`config.mk`:
```
export PLATFORM = sky130hd
export DESIGN_NAME = rcvr_mc
export DESIGN_NICKNAME = d
export VERILOG_FILES = /design/src/rtl/rcvr_pkg.sv /design/src/rtl/rcvr_fifo.sv /design/src/rtl/rcvr_mc.sv
export SDC_FILE = /design/constraint.sdc
export NUM_CORES = 1
export LEC_CHECK = 0
export CAP_MARGIN = 20
export CORE_ASPECT_RATIO = 0.75
export CORE_MARGIN = 5
export CORE_UTILIZATION = 40
export DETAILED_ROUTE_END_ITERATION = 7
export HOLD_SLACK_MARGIN = 0.08
export RECOVER_POWER = 25
export REMOVE_ABC_BUFFERS = 1
export SLEW_MARGIN = 5
export SYNTH_ARGS = -nofsm -noshare
export SYNTH_HDL_FRONTEND = slang
export SYNTH_SLANG_ARGS = --single-unit
export TNS_END_PERCENT = 100
```
`constraint.sdc`:
```
create_clock -name i_clk -period 4.3 [get_ports i_clk]
set_input_delay 1.29 -clock i_clk [delete_from_list [all_inputs] [get_ports i_clk]]
set_output_delay 1.29 -clock i_clk [all_outputs]
set_load 0.02 [all_outputs]
```
`src/rtl/rcvr_pkg.sv`:
```
// Shared types and constants for the multi-channel serial frame receiver.
// Holds the framing FSM encoding, the error counter width and the synchroniser depth.
package rcvr_pkg;
    typedef enum logic {
        ST_IDLE  = 1'b0,
        ST_SHIFT = 1'b1
    } state_t;

    localparam int FERR_CNT_W  = 16;
    localparam int SYNC_STAGES = 2;
endpackage

```
`src/rtl/rcvr_fifo.sv`:
```
// Synchronous FIFO with registered storage; write visible on o_vld the cycle after push.
// Push when full is dropped (o_drop) unless a pop happens in the same cycle; pop when empty is ignored.
module rcvr_fifo #(
    parameter int WIDTH = 64,
    parameter int DEPTH = 8
) (
    input  logic                     i_clk,
    input  logic                     i_rst_n,
    input  logic                     i_push,
    input  logic [WIDTH-1:0]         i_dat,
    input  logic                     i_pop,
    output logic [WIDTH-1:0]         o_dat,
    output logic                     o_vld,
    output logic [$clog2(DEPTH):0]   o_fill,
    output logic                     o_drop
);
    localparam int AW = $clog2(DEPTH);

    logic [WIDTH-1:0] r_mem [DEPTH];
    logic [AW-1:0]    r_wr_ptr;
    logic [AW-1:0]    r_rd_ptr;
    logic [AW:0]      r_cnt;
    logic             w_empty;
    logic             w_full;
    logic             w_pop;
    logic             w_push;

    assign w_empty = (r_cnt == '0);
    assign w_full  = (r_cnt == (AW+1)'(DEPTH));
    assign w_pop   = i_pop && !w_empty;
    // A pop in the same cycle frees the slot, so a push into a full FIFO still lands.
    assign w_push  = i_push && (!w_full || w_pop);

    always_ff @(posedge i_clk or negedge i_rst_n) begin
        if (!i_rst_n) begin
            for (int i = 0; i < DEPTH; i++) r_mem[i] <= '0;
            r_wr_ptr <= '0;
            r_rd_ptr <= '0;
            r_cnt    <= '0;
        end else begin
            if (w_push) begin
                r_mem[r_wr_ptr] <= i_dat;
                r_wr_ptr        <= r_wr_ptr + AW'(1);
            end
            if (w_pop) r_rd_ptr <= r_rd_ptr + AW'(1);
            case ({w_push, w_pop})
                2'b10:   r_cnt <= r_cnt + (AW+1)'(1);
                2'b01:   r_cnt <= r_cnt - (AW+1)'(1);
                default: r_cnt <= r_cnt;
            endcase
        end
    end

    assign o_dat  = r_mem[r_rd_ptr];
    assign o_vld  = !w_empty;
    assign o_fill = r_cnt;
    assign o_drop = i_push && w_full && !w_pop;
endmodule

```
`src/rtl/rcvr_mc.sv`:
```
// Multi-lane serial frame receiver: last-bit strobe at T -> FIFO write T+1 -> o_vld T+2.
// Output is valid/ready; when the FIFO is full a completed word set is dropped and o_ovf latches.
module rcvr_mc
    import rcvr_pkg::*;
#(
    parameter int NUM_CH     = 4,
    parameter int WORD_W     = 16,
    parameter int FIFO_DEPTH = 8,
    parameter bit MSB_FIRST  = 1'b1
) (
    input  logic                          i_clk,
    input  logic                          i_rst_n,
    input  logic                          i_sclk,
    input  logic                          i_fs,
    input  logic [NUM_CH-1:0]             i_d,
    output logic [NUM_CH*WORD_W-1:0]      o_data,
    output logic                          o_vld,
    input  logic                          i_rdy,
    output logic [$clog2(FIFO_DEPTH):0]   o_fill,
    output logic                          o_ovf,
    output logic [FERR_CNT_W-1:0]         o_ferr_cnt,
    input  logic                          i_clr
);
    localparam int CW = $clog2(WORD_W + 1);
    localparam int SW = NUM_CH + 2;

    logic [SW-1:0]           r_sync [SYNC_STAGES];
    logic                    r_sclk_prev;
    state_t                  r_state, w_state_nxt;
    logic [CW-1:0]           r_bit_cnt, w_cnt_nxt;
    logic                    r_push;
    logic                    r_ovf;
    logic [FERR_CNT_W-1:0]   r_ferr_cnt;
    logic [SW-1:0]           w_sync;
    logic                    w_sclk, w_fs, w_strobe;
    logic [NUM_CH-1:0]       w_d;
    logic                    w_load, w_shift, w_done, w_ferr, w_drop;
    logic [NUM_CH*WORD_W-1:0] w_word;

    // sclk, fs and data share one synchroniser chain so they stay aligned to each other.
    always_ff @(posedge i_clk or negedge i_rst_n) begin
        if (!i_rst_n) begin
            for (int s = 0; s < SYNC_STAGES; s++) r_sync[s] <= '0;
            r_sclk_prev <= 1'b0;
        end else begin
            r_sync[0] <= {i_sclk, i_fs, i_d};
            for (int s = 1; s < SYNC_STAGES; s++) r_sync[s] <= r_sync[s-1];
            r_sclk_prev <= w_sclk;
        end
    end

    assign w_sync   = r_sync[SYNC_STAGES-1];
    assign w_sclk   = w_sync[SW-1];
    assign w_fs     = w_sync[SW-2];
    assign w_d      = w_sync[NUM_CH-1:0];
    assign w_strobe = w_sclk && !r_sclk_prev;

    always_ff @(posedge i_clk or negedge i_rst_n) begin
        if (!i_rst_n) begin
            r_state   <= ST_IDLE;
            r_bit_cnt <= '0;
            r_push    <= 1'b0;
        end else begin
            r_state   <= w_state_nxt;
            r_bit_cnt <= w_cnt_nxt;
            r_push    <= w_done;
        end
    end

    always_comb begin
        w_state_nxt = r_state;
        w_cnt_nxt   = r_bit_cnt;
        w_load      = 1'b0;
        w_shift     = 1'b0;
        w_done      = 1'b0;
        w_ferr      = 1'b0;
        case (r_state)
            ST_IDLE: begin
                if (w_strobe && w_fs) begin
                    w_load      = 1'b1;
                    w_cnt_nxt   = CW'(1);
                    w_state_nxt = ST_SHIFT;
                end
            end
            ST_SHIFT: begin
                if (w_strobe && w_fs) begin
                    // Early frame sync: the partial word is abandoned and a new one starts here.
                    w_ferr    = 1'b1;
                    w_load    = 1'b1;
                    w_cnt_nxt = CW'(1);
                end else if (w_strobe) begin
                    w_shift   = 1'b1;
                    w_cnt_nxt = r_bit_cnt + CW'(1);
                    if (r_bit_cnt == CW'(WORD_W - 1)) begin
                        w_done      = 1'b1;
                        w_cnt_nxt   = '0;
                        w_state_nxt = ST_IDLE;
                    end
                end
            end
            default: w_state_nxt = ST_IDLE;
        endcase
    end

    for (genvar k = 0; k < NUM_CH; k++) begin : g_lane
        logic [WORD_W-1:0] r_sh;
        always_ff @(posedge i_clk or negedge i_rst_n) begin
            if (!i_rst_n)
                r_sh <= '0;
            else if (w_load)
                r_sh <= MSB_FIRST ? {{(WORD_W-1){1'b0}}, w_d[k]} : {w_d[k], {(WORD_W-1){1'b0}}};
            else if (w_shift)
                r_sh <= MSB_FIRST ? {r_sh[WORD_W-2:0], w_d[k]} : {w_d[k], r_sh[WORD_W-1:1]};
        end
        assign w_word[k*WORD_W +: WORD_W] = r_sh;
    end

    rcvr_fifo #(
        .WIDTH (NUM_CH*WORD_W),
        .DEPTH (FIFO_DEPTH)
    ) u_fifo (
        .i_clk   (i_clk),
        .i_rst_n (i_rst_n),
        .i_push  (r_push),
        .i_dat   (w_word),
        .i_pop   (i_rdy),
        .o_dat   (o_data),
        .o_vld   (o_vld),
        .o_fill  (o_fill),
        .o_drop  (w_drop)
    );

    // A new event in the same cycle as i_clr takes precedence over the clear.
    always_ff @(posedge i_clk or negedge i_rst_n) begin
        if (!i_rst_n) begin
            r_ovf      <= 1'b0;
            r_ferr_cnt <= '0;
        end else begin
            if (w_drop)     r_ovf <= 1'b1;
            else if (i_clr) r_ovf <= 1'b0;
            if (w_ferr) begin
                if (i_clr)                r_ferr_cnt <= FERR_CNT_W'(1);
                else if (r_ferr_cnt != '1) r_ferr_cnt <= r_ferr_cnt + FERR_CNT_W'(1);
            end else if (i_clr) begin
                r_ferr_cnt <= '0;
            end
        end
    end

    assign o_ovf      = r_ovf;
    assign o_ferr_cnt = r_ferr_cnt;
endmodule

```
======== Word-level counts from Yosys, hierarchy flattened ========
Index checks and enable logic that the tools add are counted.
cells by class
  add/subtract/negate cells ............... 6
  order comparisons ....................... 3
  muxes and demuxes ....................... 39
  bitwise logic cells ..................... 3
  reduce and logical (&&, ||, !) cells .... 20
  equal/unequal tests ..................... 7
operators by type and width
  operator               number
  $bwmux 512             1
  $bmux 64 s3            1
  $demux 64 s3           1
  $mux 16                12
  $mux 64                3
  $mux 5                 4
  $add 16x1->16 const B  1
  $ne 16x16->1 const B   1
  $mux 1                 14
  $pmux 5 s2             1
  $reduce_bool 2->1      5
  $ge 4x4->1 const B     2
  $not 3->4              2
  $pmux 4 s2             1
  $logic_and 1x1->1      7
  $add 3x1->3 const B    2
  $add 5x1->5 const B    1
  $eq 5x4->1 const B     1
  $add 4x1->4 const B    1
  $eq 4x4->1 const B     1
  $logic_not 1->1        4
  $logic_not 4->1        1
  $lt 4x1->1 const B     1
  $reduce_and 2->1       2
  other kinds (8)        8
storage, ports and cells
  bits of input ports ..................... 10
  logic and storage cells ................. 101
  flip-flop bits (word level) ............. 623

======== Depth between registers and ports, before layout ========
Gate-level depths: netlist of the first run.
  word-level depth ........................ 7
  depth in mapped cells ................... 11

======== By module ========
Synthesis of the first run repeated with hierarchy kept, for this count alone.
unflattened totals
  cell total of the unflattened synthesis .. 1661
  area total of the unflattened synthesis .. 27655.3 µm²
by module, submodules not included
  module     sequential area each (µm²)  area an instance (µm²)  cells an instance  instances
  rcvr_fifo  13062.5                     23737.8                 1366               1
  rcvr_mc    2527.4                      3917.5                  295                1

======== Worst setup path before layout of the first run ========
No wires, ideal clock.
  path type ............................... reg2out
  start ................................... register u_fifo.r_rd_ptr[0]
  end ..................................... output port o_data[48]
  setup slack ............................. 999 ps
  path buffers ............................ 2
  data arrival time ....................... 2011 ps
  required time ........................... 3010 ps
  cell stages (with the launch flop) ...... 5
  cell sequence ........................... dfrtp_1 > clkbuf_1 > buf_1 > mux4_2 > mux2_2
between the ends
  cells in the longest elaborated chain, start to end .. 4
ends and longest elaborated chain
  item                                         RTL line         RTL
  from (decl)                                  rcvr_fifo.sv:21  logic [AW-1:0] r_rd_ptr;
  from (signal assigned)                       rcvr_fifo.sv:45  if (w_pop) r_rd_ptr <= r_rd_ptr + AW'(1);
  $not 3->4 (implied by the code)              rcvr_fifo.sv:54  assign o_dat = r_mem[r_rd_ptr];
  $bmux 64 s3                                  rcvr_fifo.sv:54
  $mux 64 (implied by the code) (2 in series)  rcvr_fifo.sv:54
  to (decl)                                    rcvr_mc.sv:16    output logic [NUM_CH*WORD_W-1:0] o_data,
No other way between the ends. The select of a mux whose other input is x is not followed.

======== Final worst setup path of the first run ========
  start ................................... register u_fifo.r_rd_ptr[0]
  end ..................................... output port o_data[52]
Same word-level chain as after synthesis.

==> flow_summary.ini, run 1 <==
[run_status]
outcome = complete, but fails checks
violations = max-capacitance violations, max-slew violations

[floorplanning]
core_sq_mm = 0.0684
rows = 83
io_pins = 96
die_h_microns = 237
die_area_sq_mm = 0.0744
die_x_microns = 313
start_util_pct = 40.3

[timing]
clock.fmax_ghz = 0.238
fin_hold_ws_ns = 0.348
worst_slew_pin_slew_ns = 2.36
slew-limit-headroom_pct = -57.5
fin_skew_ns = 0.0167
tns_ns = 0
fin_crit_ns = 4.20
setup_slack_ns = 0.100
hold_viol = 0
finalSetupViolCount = 0
slew_violations = 80
finalCritPeriodShare_pct = 97.7
rsz0062_at_grt = true

[routing]
wl_per_cell_microns = 22.6
viasPerCell = 5.50
top_layer_used = met4
drtPass1Iterations = 4
num_vias = 14855
wl_met2_microns = 29700
ant_nets = 0
wl_met1_microns = 28500
drtIter0Drc = 834
drc_errors = 0
postRouteWirelength_microns = 61000
wl_met3_microns = 1870

[grt]
track_usage_pct = 16.6
antenna_found_initial = 0
grt_pass1_wl_microns = 97600
grt_overflow = 0
grt_pass1_vias = 16233
grt_start_max_net_pins = 92

[clocking]
cts_buffers = 66
cts.reportedPaths.clkPinSlew_ns = 0.06
root_buffer = clkbuf_16
clock-sinks = 623
clockBufferDepth = 3
cts_tree = yes
clk_latency_ns = 0.59
cts_max_level = 3

[final_layout]
final-seq-area_sq_mm = 0.0156
nets = 1773
final_area_sq_mm = 0.0320
syn_to_final_growth_pct = 15.9
drive_gt1_share_pct = 48.4
n_fill_cell = 5811
multi_input_area_sq_mm = 0.0112
antenna_cells_inserted = 0

[pwr]
p_per_area_mw_per_mm2 = 445
power_switching_mw = 3.67
leakage_nw = 15.6
internal_power_mw = 10.5
seqPwrFrac_pct = 43.7
peakVddDrop_uv = 430
swShare_pct = 25.8
p_clk_share_pct = 42.1
pwr-share-comb_pct = 14.2
total_power_mw = 14.2

[placement]
portBuffers = 95
gp_congestion = 0.726
postPlaceCellArea_sq_mm = 0.0296
pre_cts_slack_ns = 0.358
dp_hpwl_microns = 33700

[setup_path]
critPathTopFamily = buffers and inverters
max_stage_delay_ns = 0.57
cp.required_ns = 3.01
crit_buf_inv = 3
path_cells = buf_16 -> buf_4 -> mux4_2 -> mux2_2 -> clkdlybuf4s50_1
r2r_setup_slack_ns = 1.58
path_max_fanout = 24
worstSetupPathType = reg2out
reg2reg_to = u_fifo.r_mem[371]
worstReg2RegStart = u_fifo.o_fill[2]
cp-start-kind = flop
rr_worst_depth = 6
cp-end-kind = primary output
crit_slowest_cell = clkdlybuf4s50_1
arrival_ns = 2.91

[worst_hold_path]
hold_end = w_sync[4]
hp-start = r_sync[10]
holdPathStages = 0
min_path_type = reg2reg

[synth]
ys_ff_latch = 623
ys_seq_area_share_pct = 56.5
ys_warn_count = 0
synth_edf_count = 0
synth_area_sq_mm = 0.0276
syn_avg_cell_area_sq_um = 16.1
synth_flop_cell = dfrtp_1
syn_inst = 1716
synth_cell_type_count = 47
async_flop_share_pct = 100

[flow_run]
maxCapViolCount = 1
[placed cells by master, fill, tap and decap left out, types with 4 or more instances in the layout]
cell,netlist,layout
dlygate4sd3_1,0,7
clkinvlp_4,0,4
a22o_1,62,62
buf_4,1,12
nand4b_1,5,5
clkbuf_1,38,17
mux2_4,60,60
xnor2_1,6,6
dfrtp_1,623,620
clkbuf_8,0,14
mux4_2,128,128
bufinv_16,0,7
nand3_1,10,9
nor2_1,8,8
o31ai_1,7,7
a21oi_1,11,11
o21ai_0,9,8
or3_1,8,8
clkdlybuf4s50_1,0,77
or4_1,7,7
dlymetal6s2s_1,0,10
nor2b_1,6,6
mux2_2,524,524
buf_12,0,28
inv_1,8,8
clkbuf_16,0,71
nand4_1,4,4
ha_1,7,7
clkinv_2,0,8
nand2_1,14,14
[synthesized netlist by cell type, drive strengths merged (2+ instances only)]
master | instances | area (sq um)
nor2 | 8 | 30.0
xnor2 | 6 | 52.6
clkbuf | 38 | 143
o311a | 2 | 20.0
buf | 134 | 677
nor4 | 3 | 18.8
a21oi | 11 | 55.1
nand3 | 10 | 50.1
mux4 | 128 | 2880
nand4b | 5 | 43.8
o21a | 2 | 15.0
xor2 | 3 | 26.3
nand4 | 4 | 25.0
o21ai | 9 | 45.0
o41ai | 3 | 26.3
or4b | 2 | 23.8
dfrtp | 623 | 15600
ha | 7 | 87.6
a22o | 62 | 543
nand2b | 3 | 18.8
nor2b | 6 | 37.5
o31ai | 7 | 52.6
a31oi | 3 | 18.8
or3 | 8 | 50.1
inv | 9 | 33.8
o211ai | 3 | 22.5
mux2 | 584 | 6800
nand2 | 14 | 52.6
or4 | 7 | 52.6
[state kept, by name, indices dropped and copies added (netlist names)]
| name | flops |
|---|---|
| g_lane.r_sh | 64 |
| o_ferr_cnt | 16 |
| o_ovf | 1 |
| r_bit_cnt | 5 |
| r_push | 1 |
| r_sclk_prev | 1 |
| r_state | 1 |
| r_sync | 6 |
| u_fifo.o_fill | 4 |
| u_fifo.r_mem | 512 |
| u_fifo.r_rd_ptr | 3 |
| u_fifo.r_wr_ptr | 3 |
| w_sync | 6 |
[cell families after synthesis]
family | Yosys count | share of synthesized area, %
flip-flops | 623 | 56.5
AND/OR/NAND/NOR | 78 | 1.67
buffers and inverters | 181 | 3.09
adder cells (fa/ha/maj) | 7 | 0.317
AO/OA/AOI/OAI | 106 | 3.02
XOR/XNOR | 9 | 0.286
multiplexers | 712 | 35.1
[worst reg2reg max path, delay by kind of cell (launching register included)]
family	cells	cell delay, ns
compound gates	1	0.34
flops	1	0.45
buf+inv	2	0.78
simple gates	2	0.59
mux	1	0.44
[metal layers]
metal	vias up	global-route usage, %
li1	6477	-
met1	8084	23.8
met2	220	27.0
met3	74	2.68
met4	0	3.42
met5	-	0
[power by group through the flow]
stage | Clock [mW] | Combinational [mW] | Sequential, mW
after floorplan | 0 | 0.824 | 6.65
after global placement | 0 | 1.99 | 6.34
after detailed placement | 0 | 2.01 | 6.34
after CTS | 6.18 | 2.08 | 6.22
after global routing | 6.42 | 2.17 | 6.23
final | 5.98 | 2.01 | 6.21
[how the worst max path moves through the flow]
stage                     cells after the start                from                end
after global routing                          4  u_fifo.r_rd_ptr[0]          o_data[8]
after detailed placement                      7               i_rdy  u_fifo.r_mem[406]
after CTS                                     5  u_fifo.r_rd_ptr[0]         o_data[51]
after floorplan                               2  u_fifo.r_rd_ptr[0]          o_data[0]
final                                         5  u_fifo.r_rd_ptr[0]         o_data[52]
after global placement                        7               i_rdy  u_fifo.r_mem[406]
[repair_timing]
item | CTS | global route
setup buffers | 1 | 0
hold buffers | 0 | 0
cloned | 0 | 0
setup endpoints to repair | 40 | 11
resized for setup | 0 | 11
[area by class of cell]
class	instances	area share [%]
Tap cell	892	3.49
Timing Repair Buffer	144	5.35
Inverter	9	0.106
Clock buffer	98	6.31
Clock inverter	21	0.932
Sequential cell	623	48.8
Multi-Input combinational cell	912	35.0
[through the flow]
step | util (%) | instances
finish | 46.7 | 2699
global route | 46.7 | 2699
CTS | 46.7 | 2699
detailed placement | 43.3 | 2579
global placement | 43.3 | 2579
floorplan | - | 1544
No activity file was read; power rests on OpenSTA's default activity.
==> run 2, diff against run 1 <==
GPL_ROUTABILITY_DRIVEN = 0   (was default)
PLACE_DENSITY_LB_ADDON = 0.05   (was default)
==> flow_summary.ini, run 2 (synthesized netlist as in run 1, its figures left out) <==
[routing]
viasPerCell = 5.48
ant_nets = 0
drtIter0Drc = 749
wl_per_cell_microns = 23.4
num_vias = 14842
postRouteWirelength_microns = 63400
drc_errors = 0
drtPass1Iterations = 4

[grt]
gr-max-usage-layer = met2
use_met2_pct = 27.1
grt_start_max_net_pins = 71
grt_pass1_vias = 15979
antenna_found_initial = 0
grt_overflow = 0
track_usage_pct = 17.4
grt_pass1_wl_microns = 101000
met3_usage_pct = 2.76
grt.met1_usage_pct = 25.8

[pwr]
seqPwrFrac_pct = 43.9
leakage_nw = 15.5
total_power_mw = 14.1
pwr-share-comb_pct = 14.7
p_clk_share_pct = 41.3
swShare_pct = 26.6
internal_power_mw = 10.3
power_switching_mw = 3.74
peakVddDrop_uv = 246
p_per_area_mw_per_mm2 = 442

[timing]
fin_skew_ns = 0.0190
fin_hold_ws_ns = 0.347
fin_crit_ns = 4.18
hold_viol = 0
clock.fmax_ghz = 0.239
finalSetupViolCount = 0
slew-limit-headroom_pct = -46.8
finalCritPeriodShare_pct = 97.2
slew_violations = 67
worst_slew_pin_slew_ns = 2.20
tns_ns = 0
setup_slack_ns = 0.122

[floorplanning]
rows = 83
io_pins = 96
die_x_microns = 313
start_util_pct = 40.3
core_sq_mm = 0.0684
die_area_sq_mm = 0.0744
die_h_microns = 237

[clocking]
cts.reportedPaths.clkPinSlew_ns = 0.06
cts_buffers = 67
cts_max_level = 3
clk_latency_ns = 0.60
postCtsHoldBufs = 0
cts_tree = yes
clock-sinks = 623
clockBufferDepth = 3
root_buffer = clkbuf_16

[final_layout]
final_area_sq_mm = 0.0319
syn_to_final_growth_pct = 15.6
mostFrequentLayoutCell = dfrtp_1
layout_common_cells = dfrtp_1 (620), mux2_2 (524), mux4_2 (128)
regMostFlops = u_fifo.r_mem
antenna_cells_inserted = 0
nets = 1784
largest_reg_flops = 512
drive_gt1_share_pct = 48.6
final_cell_count_no_fill = 2708
post-route-util_pct = 46.6

[placement]
postPlaceCellArea_sq_mm = 0.0296
post-place-cells = 2583
portBuffers = 95
dp_hpwl_microns = 35100
pre_cts_slack_ns = 0.450

[setup_path]
worstSetupPathType = reg2out
cp.required_ns = 3.01
cp-start-kind = flop
arrival_ns = 2.89
path_max_fanout = 44
cp-end-kind = primary output

[run_status]
violations = max-capacitance violations, max-slew violations
outcome = complete, but fails checks

[worst_hold_path]
min_path_type = reg2reg

[flow_run]
maxCapViolCount = 1
## run 2: path summary, 6_finish.rpt
| check | startpoint | end | slack [ns] | cells after the start |
|---|---|---|---|---|
| worst max-delay path | u_fifo.r_rd_ptr[0] | o_data[15] | 0.12 | 4 |
| min in group asynchronous | i_rst_n | u_fifo.r_mem[11] | 1.34 | 1 |
| worst min-delay path | r_sync[8] | w_sync[2] | 0.35 | 0 |
| worst max register to register | w_sync[4] | o_ferr_cnt[11] | 1.53 | 4 |
| max in group asynchronous | i_rst_n | u_fifo.r_mem[340] | 0.58 | 3 |
| worst min register to register | r_sync[8] | w_sync[2] | 0.35 | 0 |
## run 2: routing by layer
layer / up-vias / share of wire (%)
li1: 6521 / -
met1: 8060 / 49
met2: 185 / 46
met3: 76 / 3.0
met4: 0 / 1.8
met5: - / 0
## run 2: worst max-delay path: stages (launching register included)
cell and delay [ns]:
dfrtp_4 0.49, buf_16 0.34, mux4_2 0.56, mux2_2 0.32
clkdlybuf4s50_1 0.56
## run 2: power groups by stage
stage               clock network, mW  registers, mW  logic [mW]
floorplan                           0           6.65       0.824
CTS                              6.04           6.25        2.05
detailed placement                  0           6.38        1.97
finish                           5.82           6.19        2.07
global placement                    0           6.38        1.97
global route                     6.26           6.21        2.25
## run 2: final cells by class
class                   instances  area (sq um)
repair buffers                154          1720
flip-flops and latches        623         15600
inverters                       9          33.8
multi-input cells             912         11200
clock inverters                15           180
fillers                      5959         36500
well taps                     892          1120
clock buffers                 103          2040
## run 2: what timing repair did
item | in CTS | in global routing
cloned | 0 | 0
resized for setup | 1 | 4
setup endpoints to repair | 43 | 8
buffers inserted | 1 | 6
